===== src/rtl/vga_frame_sink_if.sv =====
// vga_frame_sink_if
//   Pixel-plot bus between the screen drawers and the frame sink.
//   Signals:
//     plot   - write strobe, one pixel per clk while high
//     column - x coordinate (0..159 in range)
//     row    - y coordinate (0..119 in range)
//     colour - 9-bit RGB333, R in the MSBs
//   Modports: master (drawer side drives), slave (sink side receives).
interface vga_frame_sink_if;
    logic       plot;
    logic [7:0] column;
    logic [6:0] row;
    logic [8:0] colour;

    modport master (output plot, column, row, colour);
    modport slave  (input  plot, column, row, colour);
endinterface


===== src/rtl/vga_frame_sink.sv =====
// vga_frame_sink
//   Turns drawer plots into linear writes of a 160x120x9 dual-port frame
//   buffer and scans that buffer out as 640x480@60 VGA, upscaled 4x per axis.
//   Optional feature (macro VGA_SINK_CLIP_CNT_EN): clip_cnt, a saturating
//   count of out-of-range plots, cleared on reset and at each frame start.
//   Ports:
//     clk, resetn          - system clock, async active-low reset
//     pix (slave)          - plot/column/row/colour from the drawers
//     wr_addr/wr_data/wr_en- frame buffer write port (1 clk after the plot)
//     rd_addr/rd_data      - frame buffer read port (sync RAM, 1 clk latency)
//     vga_r/g/b            - 8-bit DAC channels, 0 while blanked
//     vga_hs/vga_vs        - active-low syncs
//     vga_blank_n          - low outside the visible area
//     frame_start          - 1-clk pulse when the scan wraps to (0,0)
//     clip_cnt             - only with VGA_SINK_CLIP_CNT_EN
//   The VGA timing parameters default to 640x480@60 and exist so a
//   reduced raster can be elaborated.
module vga_frame_sink #(
    parameter int H_RES        = 160,
    parameter int V_RES        = 120,
    parameter int COLOUR_W     = 9,
    parameter int CLK_DIV      = 2,
    parameter int H_VISIBLE    = 640,
    parameter int H_SYNC_START = 656,
    parameter int H_SYNC_END   = 751,
    parameter int H_TOTAL      = 800,
    parameter int V_VISIBLE    = 480,
    parameter int V_SYNC_START = 490,
    parameter int V_SYNC_END   = 491,
    parameter int V_TOTAL      = 525
) (
    input  logic                clk,
    input  logic                resetn,
    vga_frame_sink_if.slave     pix,
    output logic [14:0]         wr_addr,
    output logic [COLOUR_W-1:0] wr_data,
    output logic                wr_en,
    output logic [14:0]         rd_addr,
    input  logic [COLOUR_W-1:0] rd_data,
    output logic [7:0]          vga_r,
    output logic [7:0]          vga_g,
    output logic [7:0]          vga_b,
    output logic                vga_hs,
    output logic                vga_vs,
    output logic                vga_blank_n,
    output logic                frame_start
`ifdef VGA_SINK_CLIP_CNT_EN
    ,
    output logic [7:0]          clip_cnt
`endif
);

    localparam int              DIV_W    = (CLK_DIV > 1) ? $clog2(CLK_DIV) : 1;
    localparam logic [DIV_W-1:0] DIV_LAST = DIV_W'(CLK_DIV - 1);
    localparam logic [7:0]      H_RES_C  = 8'(H_RES);
    localparam logic [6:0]      V_RES_C  = 7'(V_RES);
    localparam logic [9:0]      H_VIS_C  = 10'(H_VISIBLE);
    localparam logic [9:0]      H_SS_C   = 10'(H_SYNC_START);
    localparam logic [9:0]      H_SE_C   = 10'(H_SYNC_END);
    localparam logic [9:0]      H_LAST   = 10'(H_TOTAL - 1);
    localparam logic [9:0]      V_VIS_C  = 10'(V_VISIBLE);
    localparam logic [9:0]      V_SS_C   = 10'(V_SYNC_START);
    localparam logic [9:0]      V_SE_C   = 10'(V_SYNC_END);
    localparam logic [9:0]      V_LAST   = 10'(V_TOTAL - 1);

    // 3-bit field to 8-bit channel by bit replication, so 7 -> FF and 0 -> 00.
    function automatic logic [7:0] expand3(input logic [2:0] c);
        return {c, c, c[2:1]};
    endfunction

    logic [DIV_W-1:0] div;
    logic             tick;
    logic [9:0]       h, v;
    logic             frame_wrap;
    logic             in_range;
    logic [14:0]      plot_addr;
    logic             visible, hs_raw, vs_raw;
    logic             vis_d, hs_d, vs_d;

    assign tick       = (div == DIV_LAST);
    assign frame_wrap = tick && (h == H_LAST) && (v == V_LAST);

    // NOTE: every always_comb output gets a default first, so no path can
    // leave it unassigned and infer a latch.
    always_comb begin
        in_range  = 1'b0;
        plot_addr = '0;
        visible   = 1'b0;
        hs_raw    = 1'b0;
        vs_raw    = 1'b0;
        in_range  = (pix.column < H_RES_C) && (pix.row < V_RES_C);
        // row*160 as two shifts; 15 bits hold the maximum of 19199.
        plot_addr = ({8'd0, pix.row} << 7) + ({8'd0, pix.row} << 5) + {7'd0, pix.column};
        visible   = (h < H_VIS_C) && (v < V_VIS_C);
        hs_raw    = (h >= H_SS_C) && (h <= H_SE_C);
        vs_raw    = (v >= V_SS_C) && (v <= V_SE_C);
    end

    // NOTE: clocked state uses non-blocking assignments so every register
    // samples pre-edge values regardless of statement order.
    always_ff @(posedge clk or negedge resetn) begin
        if (!resetn) begin
            div <= '0;
        end else begin
            div <= tick ? '0 : div + 1'b1;
        end
    end

    // Write path: one registered stage, no back-pressure.
    always_ff @(posedge clk or negedge resetn) begin
        if (!resetn) begin
            wr_en   <= 1'b0;
            wr_addr <= '0;
            wr_data <= '0;
        end else begin
            wr_en <= pix.plot && in_range;
            if (pix.plot && in_range) begin
                wr_addr <= plot_addr;
                wr_data <= pix.colour;
            end
        end
    end

    // Scan counters and the frame pulse.
    always_ff @(posedge clk or negedge resetn) begin
        if (!resetn) begin
            h           <= '0;
            v           <= '0;
            frame_start <= 1'b0;
        end else begin
            frame_start <= frame_wrap;
            if (tick) begin
                if (h == H_LAST) begin
                    h <= '0;
                    v <= (v == V_LAST) ? 10'd0 : v + 10'd1;
                end else begin
                    h <= h + 10'd1;
                end
            end
        end
    end

    // Read address and output pipeline. The address issued on one tick is
    // answered by the RAM well before the next tick (CLK_DIV >= 2), so the
    // delayed timing flags and rd_data describe the same pixel there.
    always_ff @(posedge clk or negedge resetn) begin
        if (!resetn) begin
            rd_addr     <= '0;
            vis_d       <= 1'b0;
            hs_d        <= 1'b0;
            vs_d        <= 1'b0;
            vga_blank_n <= 1'b0;
            vga_hs      <= 1'b1;
            vga_vs      <= 1'b1;
            vga_r       <= '0;
            vga_g       <= '0;
            vga_b       <= '0;
        end else if (tick) begin
            if (visible) begin
                rd_addr <= ({5'd0, v[9:2]} << 7) + ({5'd0, v[9:2]} << 5) + {7'd0, h[9:2]};
            end
            vis_d       <= visible;
            hs_d        <= hs_raw;
            vs_d        <= vs_raw;
            vga_blank_n <= vis_d;
            vga_hs      <= ~hs_d;
            vga_vs      <= ~vs_d;
            if (vis_d) begin
                vga_r <= expand3(rd_data[8:6]);
                vga_g <= expand3(rd_data[5:3]);
                vga_b <= expand3(rd_data[2:0]);
            end else begin
                vga_r <= '0;
                vga_g <= '0;
                vga_b <= '0;
            end
        end
    end

`ifdef VGA_SINK_CLIP_CNT_EN
    logic clip_hit;
    assign clip_hit = pix.plot && !in_range;

    // A clip landing on the frame-wrap clk survives the clear as a count of 1.
    always_ff @(posedge clk or negedge resetn) begin
        if (!resetn) begin
            clip_cnt <= '0;
        end else if (frame_wrap) begin
            clip_cnt <= clip_hit ? 8'd1 : 8'd0;
        end else if (clip_hit && (clip_cnt != 8'hFF)) begin
            clip_cnt <= clip_cnt + 8'd1;
        end
    end
`endif

endmodule


===== src/flat_wrapper.sv =====
// flat-port wrapper written by rule: the top's interface ports become plain ports
module vga_frame_sink_flat 
#(
    parameter int H_RES        = 160,
    parameter int V_RES        = 120,
    parameter int COLOUR_W     = 9,
    parameter int CLK_DIV      = 2,
    parameter int H_VISIBLE    = 640,
    parameter int H_SYNC_START = 656,
    parameter int H_SYNC_END   = 751,
    parameter int H_TOTAL      = 800,
    parameter int V_VISIBLE    = 480,
    parameter int V_SYNC_START = 490,
    parameter int V_SYNC_END   = 491,
    parameter int V_TOTAL      = 525
)
  (clk, resetn, wr_addr, wr_data, wr_en, rd_addr, rd_data, vga_r, vga_g, vga_b, vga_hs, vga_vs, vga_blank_n, frame_start, pix_plot, pix_column, pix_row, pix_colour);
  vga_frame_sink_if pix_i ();
  input  logic clk;
  input  logic resetn;
  output logic [14:0] wr_addr;
  output logic [COLOUR_W-1:0] wr_data;
  output logic wr_en;
  output logic [14:0] rd_addr;
  input  logic [COLOUR_W-1:0] rd_data;
  output logic [7:0] vga_r;
  output logic [7:0] vga_g;
  output logic [7:0] vga_b;
  output logic vga_hs;
  output logic vga_vs;
  output logic vga_blank_n;
  output logic frame_start;
  input wire logic [$bits(pix_i.plot)-1:0] pix_plot;
  input wire logic [$bits(pix_i.column)-1:0] pix_column;
  input wire logic [$bits(pix_i.row)-1:0] pix_row;
  input wire logic [$bits(pix_i.colour)-1:0] pix_colour;
  assign pix_i.plot = pix_plot;
  assign pix_i.column = pix_column;
  assign pix_i.row = pix_row;
  assign pix_i.colour = pix_colour;
  vga_frame_sink #(.H_RES(H_RES), .V_RES(V_RES), .COLOUR_W(COLOUR_W), .CLK_DIV(CLK_DIV), .H_VISIBLE(H_VISIBLE), .H_SYNC_START(H_SYNC_START), .H_SYNC_END(H_SYNC_END), .H_TOTAL(H_TOTAL), .V_VISIBLE(V_VISIBLE), .V_SYNC_START(V_SYNC_START), .V_SYNC_END(V_SYNC_END), .V_TOTAL(V_TOTAL)) u_core (.clk(clk), .resetn(resetn), .pix(pix_i), .wr_addr(wr_addr), .wr_data(wr_data), .wr_en(wr_en), .rd_addr(rd_addr), .rd_data(rd_data), .vga_r(vga_r), .vga_g(vga_g), .vga_b(vga_b), .vga_hs(vga_hs), .vga_vs(vga_vs), .vga_blank_n(vga_blank_n), .frame_start(frame_start));
endmodule

===== config.mk =====
export PLATFORM = sky130hd
export DESIGN_NAME = vga_frame_sink_flat
export DESIGN_NICKNAME = d
export VERILOG_FILES = /design/src/rtl/vga_frame_sink_if.sv /design/src/rtl/vga_frame_sink.sv /design/src/flat_wrapper.sv
export SDC_FILE = /design/constraint.sdc
export NUM_CORES = 1
export LEC_CHECK = 0
export BUFFER_PORTS_ARGS = -buffer_cell sky130_fd_sc_hd__buf_2
export CAP_MARGIN = 20
export CORE_ASPECT_RATIO = 0.75
export CORE_UTILIZATION = 35
export CTS_BUF_LIST = sky130_fd_sc_hd__clkbuf_8
export DETAILED_ROUTE_END_ITERATION = 10
export GPL_TIMING_DRIVEN = 0
export PLACE_DENSITY = 0.55
export SYNTH_ARGS = -nofsm -noshare
export SYNTH_HDL_FRONTEND = slang
export SYNTH_SLANG_ARGS = --single-unit
export TNS_END_PERCENT = 50

===== constraint.sdc =====
create_clock -name clk -period 3.4 [get_ports clk]
set_clock_uncertainty 0.15 [all_clocks]
set_input_delay 0.17 -clock clk [delete_from_list [all_inputs] [get_ports clk]]
set_output_delay 0.17 -clock clk [all_outputs]
set_load 0.005 [all_outputs]

==> run_results.csv, run 1 <==
group,metric,value,unit
pwr,p_leak,2.69,nW
cts,cts_buffers,9,
timing,final.setup.worst_slack,0.752,ns
logic_synthesis,syn-num-nets,471,
setup_path,cp-end-kind,"register",
placement,dp_slack,0.792,ns
route,drt-initial-drc-count,123,
logic_synthesis,synth_seq_cells,77,
grt,grt.overflow.total,0,
timing,final.setup.tns,0,ns
floorplanning,rows,33,
worst_hold_path,holdCritStartpoint,"pix_column[5]",
placement,io_buffers,103,
route,first_pass_iters,4,
timing,max_freq,378,MHz
timing,setup_viol,0,
floorplanning,die_area,12200,um^2
logic_synthesis,synthFlopType,"dfrtp_1",
setup_path,worstPathRequired,3.48,ns
placement,place.gp.congestion,0.773,
setup_path,crit_fanout,7,
logic_synthesis,synth_cells,399,
route,avgViaCountPerCell,4.71,
grt,grt_pass1_vias,3261,
layout,drive_above_1_share,30.3,%
worst_hold_path,hold_depth,3,
layout,num_antenna_cells,0,
logic_synthesis,synth.avg_cell_area,10.3,um^2
pwr,finalPower,2.13,mW
logic_synthesis,async_flop_share,100,%
floorplanning,core-area,11200,um^2
cts,cts_buffer_depth,2,
logic_synthesis,ys_seq_area_share,46.8,%
cts,htreeDepth,3,
logic_synthesis,synth_edf_count,0,
run,maxCapViolations,0,
timing,rsz0062_at_grt,"false",
setup_path,rr_worst_depth,8,
layout,fin_util,47.7,%
logic_synthesis,syn_area,4120,um^2
worst_hold_path,hold_path.class,"primary input to register",
route,via_count,3301,
route,wirelength,9010,um
setup_path,worstReg2RegEnd,"u_core.rd_addr[13]$_DFFE_PN0P_",
cts,root_buffer,"clkbuf_8",
pwr,ir_worst_vdd,0.000294,V
pwr,cellPowerDensity,398,nW/um^2
grt,groute.usage.overall,15.6,%
layout,area_growth,29.7,%
route,ant_nets,0,
outcome,status,"finished, final reports clean",
cts,cts_tree,"done",
layout,fin_nets,612,
setup_path,regToRegSetupSlack,0.75,ns
route,drc,0,
logic_synthesis,synthDistinctLibCells,46,
setup_path,startpoint_type,"register",
timing,relSlewSlack,54.8,%
logic_synthesis,ys_warn_count,0,
cts,cts.clk_slew.worst_paths,0.08,ns
setup_path,rr_startpoint,"u_core.v[2]$_DFFE_PN0P_",
floorplanning,initial_core_util,36.8,%
floorplanning,die_y,96.0,um
timing,tightest_slew,0.673,ns
timing,slew_viol_final,0,
timing,final_hold_viol_count,0,
floorplanning,die_x,127,um
floorplanning,ios,104,
cts,clk_latency,0.35,ns
route,routedWlPerCell,12.8,um
setup_path,worstPathArrival,2.73,ns
worst_hold_path,holdPathEnd,"u_core.wr_addr[5]$_DFFE_PN0P_",
timing,period_share,77.9,%
cts,clock-sinks,77,
grt,grt_antenna_before_repair,0,
setup_path,criticalPathCategory,"register to register",
timing,fin_crit,2.65,ns
grt,grt_max_degree,40,
grt,grt_pass1_wl,14900,um
placement,place_hpwl,6640,um
==> cells in the final DEF (no fill, tap or decap), types with 3 or more instances in the layout <==
master / instances
buf_2: 103
dfrtp_1: 75
nand2_1: 47
ha_1: 32
inv_1: 28
o21ai_0: 28
dlygate4sd3_1: 26
mux2_2: 20
nand3_1: 18
nor2_1: 18
buf_4: 16
xnor2_1: 11
clkbuf_8: 9
nand4_1: 8
clkbuf_1: 7
a21oi_1: 7
a211oi_1: 7
xor2_1: 6
a21o_1: 6
o31ai_1: 6
o211ai_1: 5
o21a_1: 5
buf_1: 4
or2_2: 4
nor3_1: 4
fa_1: 4
or3_1: 3
and3_1: 3
o2111ai_1: 3
nor4_1: 3
bufinv_16: 3
==> stage by stage <==
stage | hold WS, ns | instances | instance area [um^2]
finish | 0.0525 | 701 | 5340
CTS | 0.0280 | 701 | 5340
floorplan | -0.276 | 399 | 4120
global route | 0.0342 | 701 | 5340
global placement | 0.251 | 659 | 4830
detailed placement | 0.0308 | 660 | 4850
==> worst max path at each step <==
stage          depth (start not counted)                    start  slack (ns)                              to
2_1_floorplan                          8  u_core.v[2]$_DFFE_PN0P_        1.03  u_core.rd_addr[11]$_DFFE_PN0P_
3_3_place_gp                           8  u_core.v[2]$_DFFE_PN0P_        0.80  u_core.rd_addr[13]$_DFFE_PN0P_
3_5_place_dp                           8  u_core.v[2]$_DFFE_PN0P_        0.79  u_core.rd_addr[13]$_DFFE_PN0P_
4_1_cts                                8  u_core.v[2]$_DFFE_PN0P_        0.78  u_core.rd_addr[13]$_DFFE_PN0P_
5_1_grt                                8  u_core.v[2]$_DFFE_PN0P_        0.62  u_core.rd_addr[13]$_DFFE_PN0P_
6_report                               8  u_core.v[2]$_DFFE_PN0P_        0.75  u_core.rd_addr[13]$_DFFE_PN0P_
==> registers in the layout, indices dropped and copies added (netlist names), 3 cells and up <==
signal,cells
u_core.rd_addr,15
u_core.wr_data,9
u_core.vga_g,3
u_core.vga_b,3
u_core.h,10
u_core.vga_r,3
u_core.v,10
u_core.wr_addr,15
==> metal layers <==
metal	part of all wire [%]	track usage, %	vias up	routed length (um)
met2	45	25.0	77	4050
met1	49	20.3	1554	4410
met3	5.1	5.28	11	462
met4	0.94	4.07	0	85
met5	0	0	-	0
li1	-	-	1659	-
==> report_power, final <==
part / internal [mW] / switching, mW
combinational: 0.173 / 0.138
sequential: 0.978 / 0.0332
clock: 0.478 / 0.328
==> kinds of logic after synthesis <==
family	after synthesis	share of synthesized area, %
and+or+nand+nor	119	14.2
DFF	77	46.8
AOI/OAI and AO/OA	73	11.3
buffers and inverters	56	6.71
adders and majority gates	36	11.7
muxes	21	5.71
xor gates and xnor gates	17	3.61
==> timing repair <==
item	in CTS	in global routing
hold buffers	26	0
setup endpoints to repair	0	0
setup buffers	0	0
endpoints found under the hold margin	63	0
resized for setup	0	0
==> synthesized netlist by cell type, types with 3 or more instances <==
| cell type | instances | area [um^2] |
|---|---|---|
| nor4_1 | 3 | 18.8 |
| nand2_1 | 47 | 176 |
| nor3_1 | 4 | 20.0 |
| a21oi_1 | 7 | 35.0 |
| inv_1 | 27 | 101 |
| nand3_1 | 18 | 90.1 |
| o31ai_1 | 6 | 45.0 |
| ha_1 | 32 | 400 |
| or2_2 | 4 | 25.0 |
| o21a_1 | 5 | 37.5 |
| or3_1 | 3 | 18.8 |
| o211ai_1 | 5 | 37.5 |
| nor2_1 | 18 | 67.6 |
| buf_4 | 15 | 113 |
| xnor2_1 | 11 | 96.3 |
| clkbuf_1 | 7 | 26.3 |
| buf_1 | 4 | 15.0 |
| dfrtp_1 | 75 | 1880 |
| a21o_1 | 6 | 45.0 |
| mux2_2 | 20 | 225 |
| o2111ai_1 | 3 | 26.3 |
| a211oi_1 | 7 | 52.6 |
| xor2_1 | 6 | 52.6 |
| o21ai_0 | 28 | 140 |
| fa_1 | 4 | 80.1 |
| and3_1 | 3 | 18.8 |
| nand4_1 | 8 | 50.1 |
==> critical path, cell delays in order (launching register included) <==
cell and delay (ns):
dfrtp_1 0.52, inv_1 0.11, fa_1 0.61, inv_1 0.06, ha_1 0.31, a211oi_1 0.32, nor2_1 0.13, o2111ai_1 0.22
o211ai_1 0.11
==> area by class of cell <==
type,count,area [um^2]
buffer,29,175
multi-input combinational,266,1910
tap,157,196
timing repair buffer,130,798
fill,1069,5850
inverter,27,101
clock buffer,9,124
sequential,77,1930
clock inverter,6,104
Note: power is estimated with default switching activity, not from simulation.
==> inputs of run 2 (changes only) <==
Clock period 3.4 ns to 2.65 ns, I/O delays scaled along.
==> run 2 against run 1 <==
Routed wire length up 0.26%. Clock-buffer cell count unchanged. Cell area up 0.33%. Maximum frequency up 4.9%. Utilization grew 0.16 points. Flip-flop and latch count is the same. Die area did not move. Critical path depth stayed put. Sequential share of layout area decreased by 0.071 points. Setup slack worse by 0.63 ns. Sequential power rose by 29%. Power is 28% higher. Largest cell class unchanged.
==> run_results.csv, run 2 (synthesis results as in run 1) <==
group,metric,value,unit
outcome,status,"finished, final reports clean",
pwr,power_switching_share,23.4,%
timing,final_hold_viol_count,0,
setup_path,startpoint_type,"register",
timing,relSlewSlack,54.8,%
grt,grt.overflow.total,0,
timing,setup_viol,0,
route,drt-initial-drc-count,130,
layout,final_common_cell,"buf_2",
cts,cts.clk_slew.worst_paths,0.07,ns
cts,root_buffer,"clkbuf_8",
layout,drive_above_1_share,30.8,%
timing,final.setup.tns,0,ns
grt,groute.usage.overall,15.6,%
cts,cts_setup_buffers,0,
pwr,p_clk_share,37.9,%
pwr,ir_worst_vdd,0.000376,V
layout,final_cell_mix,"buf_2, dfrtp_1, nand2_1, ha_1",
floorplanning,core-area,11200,um^2
cts,cts_tree,"done",
run,maxCapViolations,0,
floorplanning,die_y,96.0,um
cts,clk_latency,0.35,ns
setup_path,cp-end-kind,"register",
layout,num_antenna_cells,0,
timing,tightest_slew,0.672,ns
route,ant_nets,0,
floorplanning,die_x,127,um
placement,place_hpwl,6640,um
layout,area_growth,30.1,%
route,avgViaCountPerCell,4.71,
setup_path,regToRegSetupSlack,0.13,ns
cts,cts_buffers,9,
route,routedWlPerCell,12.9,um
layout,num-fill-cells,1064,
timing,rsz0062_at_grt,"false",
pwr,p_comb_share,14.6,%
timing,max_freq,396,MHz
pwr,pwr-share-seq,47.5,%
pwr,finalPower,2.73,mW
setup_path,criticalPathCategory,"register to register",
grt,grt_pass1_vias,3255,
floorplanning,rows,33,
placement,place.gp.congestion,0.773,
cts,htreeDepth,3,
pwr,p_switching,0.640,mW
pwr,p_int,2.09,mW
layout,top_regs,"u_core.rd_addr x15, u_core.wr_addr x15",
pwr,cellPowerDensity,510,nW/um^2
grt,grt_pass1_wl,14900,um
setup_path,worstPathRequired,2.79,ns
floorplanning,ios,104,
timing,whs,0.0499,ns
route,wirelength,9030,um
layout,multiInputGateArea,1920,um^2
setup_path,crit_fanout,7,
floorplanning,die_area,12200,um^2
layout,fin_nets,613,
worst_hold_path,hold_path.class,"primary input to register",
timing,period_share,95.3,%
cts,clock-sinks,77,
pwr,p_leak,2.69,nW
grt,grt_max_degree,40,
route,via_count,3307,
route,first_pass_iters,4,
timing,fin_crit,2.52,ns
placement,io_buffers,103,
cts,cts_buffer_depth,2,
grt,grt_antenna_before_repair,0,
layout,regArea,1930,um^2
floorplanning,initial_core_util,36.8,%
route,drc,0,
setup_path,worstPathArrival,2.66,ns
timing,slew_viol_final,0,
-- run 2: cell count changes in the layout (fill, tap and decap cells not counted), sizes merged --
| cell | previous run | this run |
|---|---|---|
| dlygate4sd3 | 26 | 27 |
-- run 2: layout make-up --
class                      count  share of cell area, %
buffer                        29                   3.27
tap                          157                   3.67
sequential                    77                   36.0
clock buffer                   9                   2.31
clock inverter                 6                   1.94
inverter                      27                   1.89
multi-input combinational    266                   35.8
timing repair buffer         131                   15.1
-- run 2: worst paths after layout --
path | start | end | cells after the start
max in group asynchronous | resetn | u_core.vga_vs$_DFFE_PN1P_ | 3
worst min register to register | u_core.hs_d$_DFFE_PN0P_ | u_core.vga_hs$_DFFE_PN1P_ | 1
worst max register to register | u_core.v[2]$_DFFE_PN0P_ | u_core.rd_addr[11]$_DFFE_PN0P_ | 8
worst min-delay path | pix_row[0] | u_core.wr_addr[5]$_DFFE_PN0P_ | 3
min in group asynchronous | resetn | u_core.rd_addr[9]$_DFFE_PN0P_ | 2
worst max-delay path | u_core.v[2]$_DFFE_PN0P_ | u_core.rd_addr[11]$_DFFE_PN0P_ | 8
-- run 2: power groups by stage --
| stage | Clock (mW) | Combinational [mW] | Sequential, mW |
|---|---|---|---|
| after floorplan | 0 | 0.180 | 1.33 |
| final | 1.03 | 0.400 | 1.30 |
| after detailed placement | 0 | 0.372 | 1.32 |
| after global placement | 0 | 0.367 | 1.32 |
| after global routing | 1.12 | 0.453 | 1.31 |
| after CTS | 1.08 | 0.405 | 1.30 |
-- run 2: per-stage QoR --
stage	area, um^2	instances	util (%)	worst slack [ns]
2_1_floorplan	4120	399	-	0.282
3_3_place_gp	4830	659	43.2	0.0511
3_5_place_dp	4850	660	43.4	0.0423
4_1_cts	5350	702	47.8	0.0344
5_1_grt	5360	702	47.9	0.0183
6_report	5360	702	47.9	0.125
-- run 2: per-layer routing --
layer | up-vias | global-route usage (%) | share of wire [%]
met3 | 8 | 5.28 | 5.1
li1 | 1664 | - | -
met2 | 78 | 25.0 | 45
met5 | - | 0 | 0
met4 | 0 | 4.07 | 0.80
met1 | 1557 | 20.3 | 49
-- run 2: what timing repair did --
item	CTS	global route
hold endpoints to repair	64	0
setup endpoints to repair	0	4
resized for setup	0	3
hold buffers	27	0
-- run 2: critical path, cell delays in order, from the launching register on --
cell	delay, ns
dfrtp_2	0.46
inv_1	0.08
fa_1	0.60
inv_1	0.06
ha_1	0.32
a211oi_2	0.09
o21a_1	0.21
or4_1	0.40
nand3_1	0.09
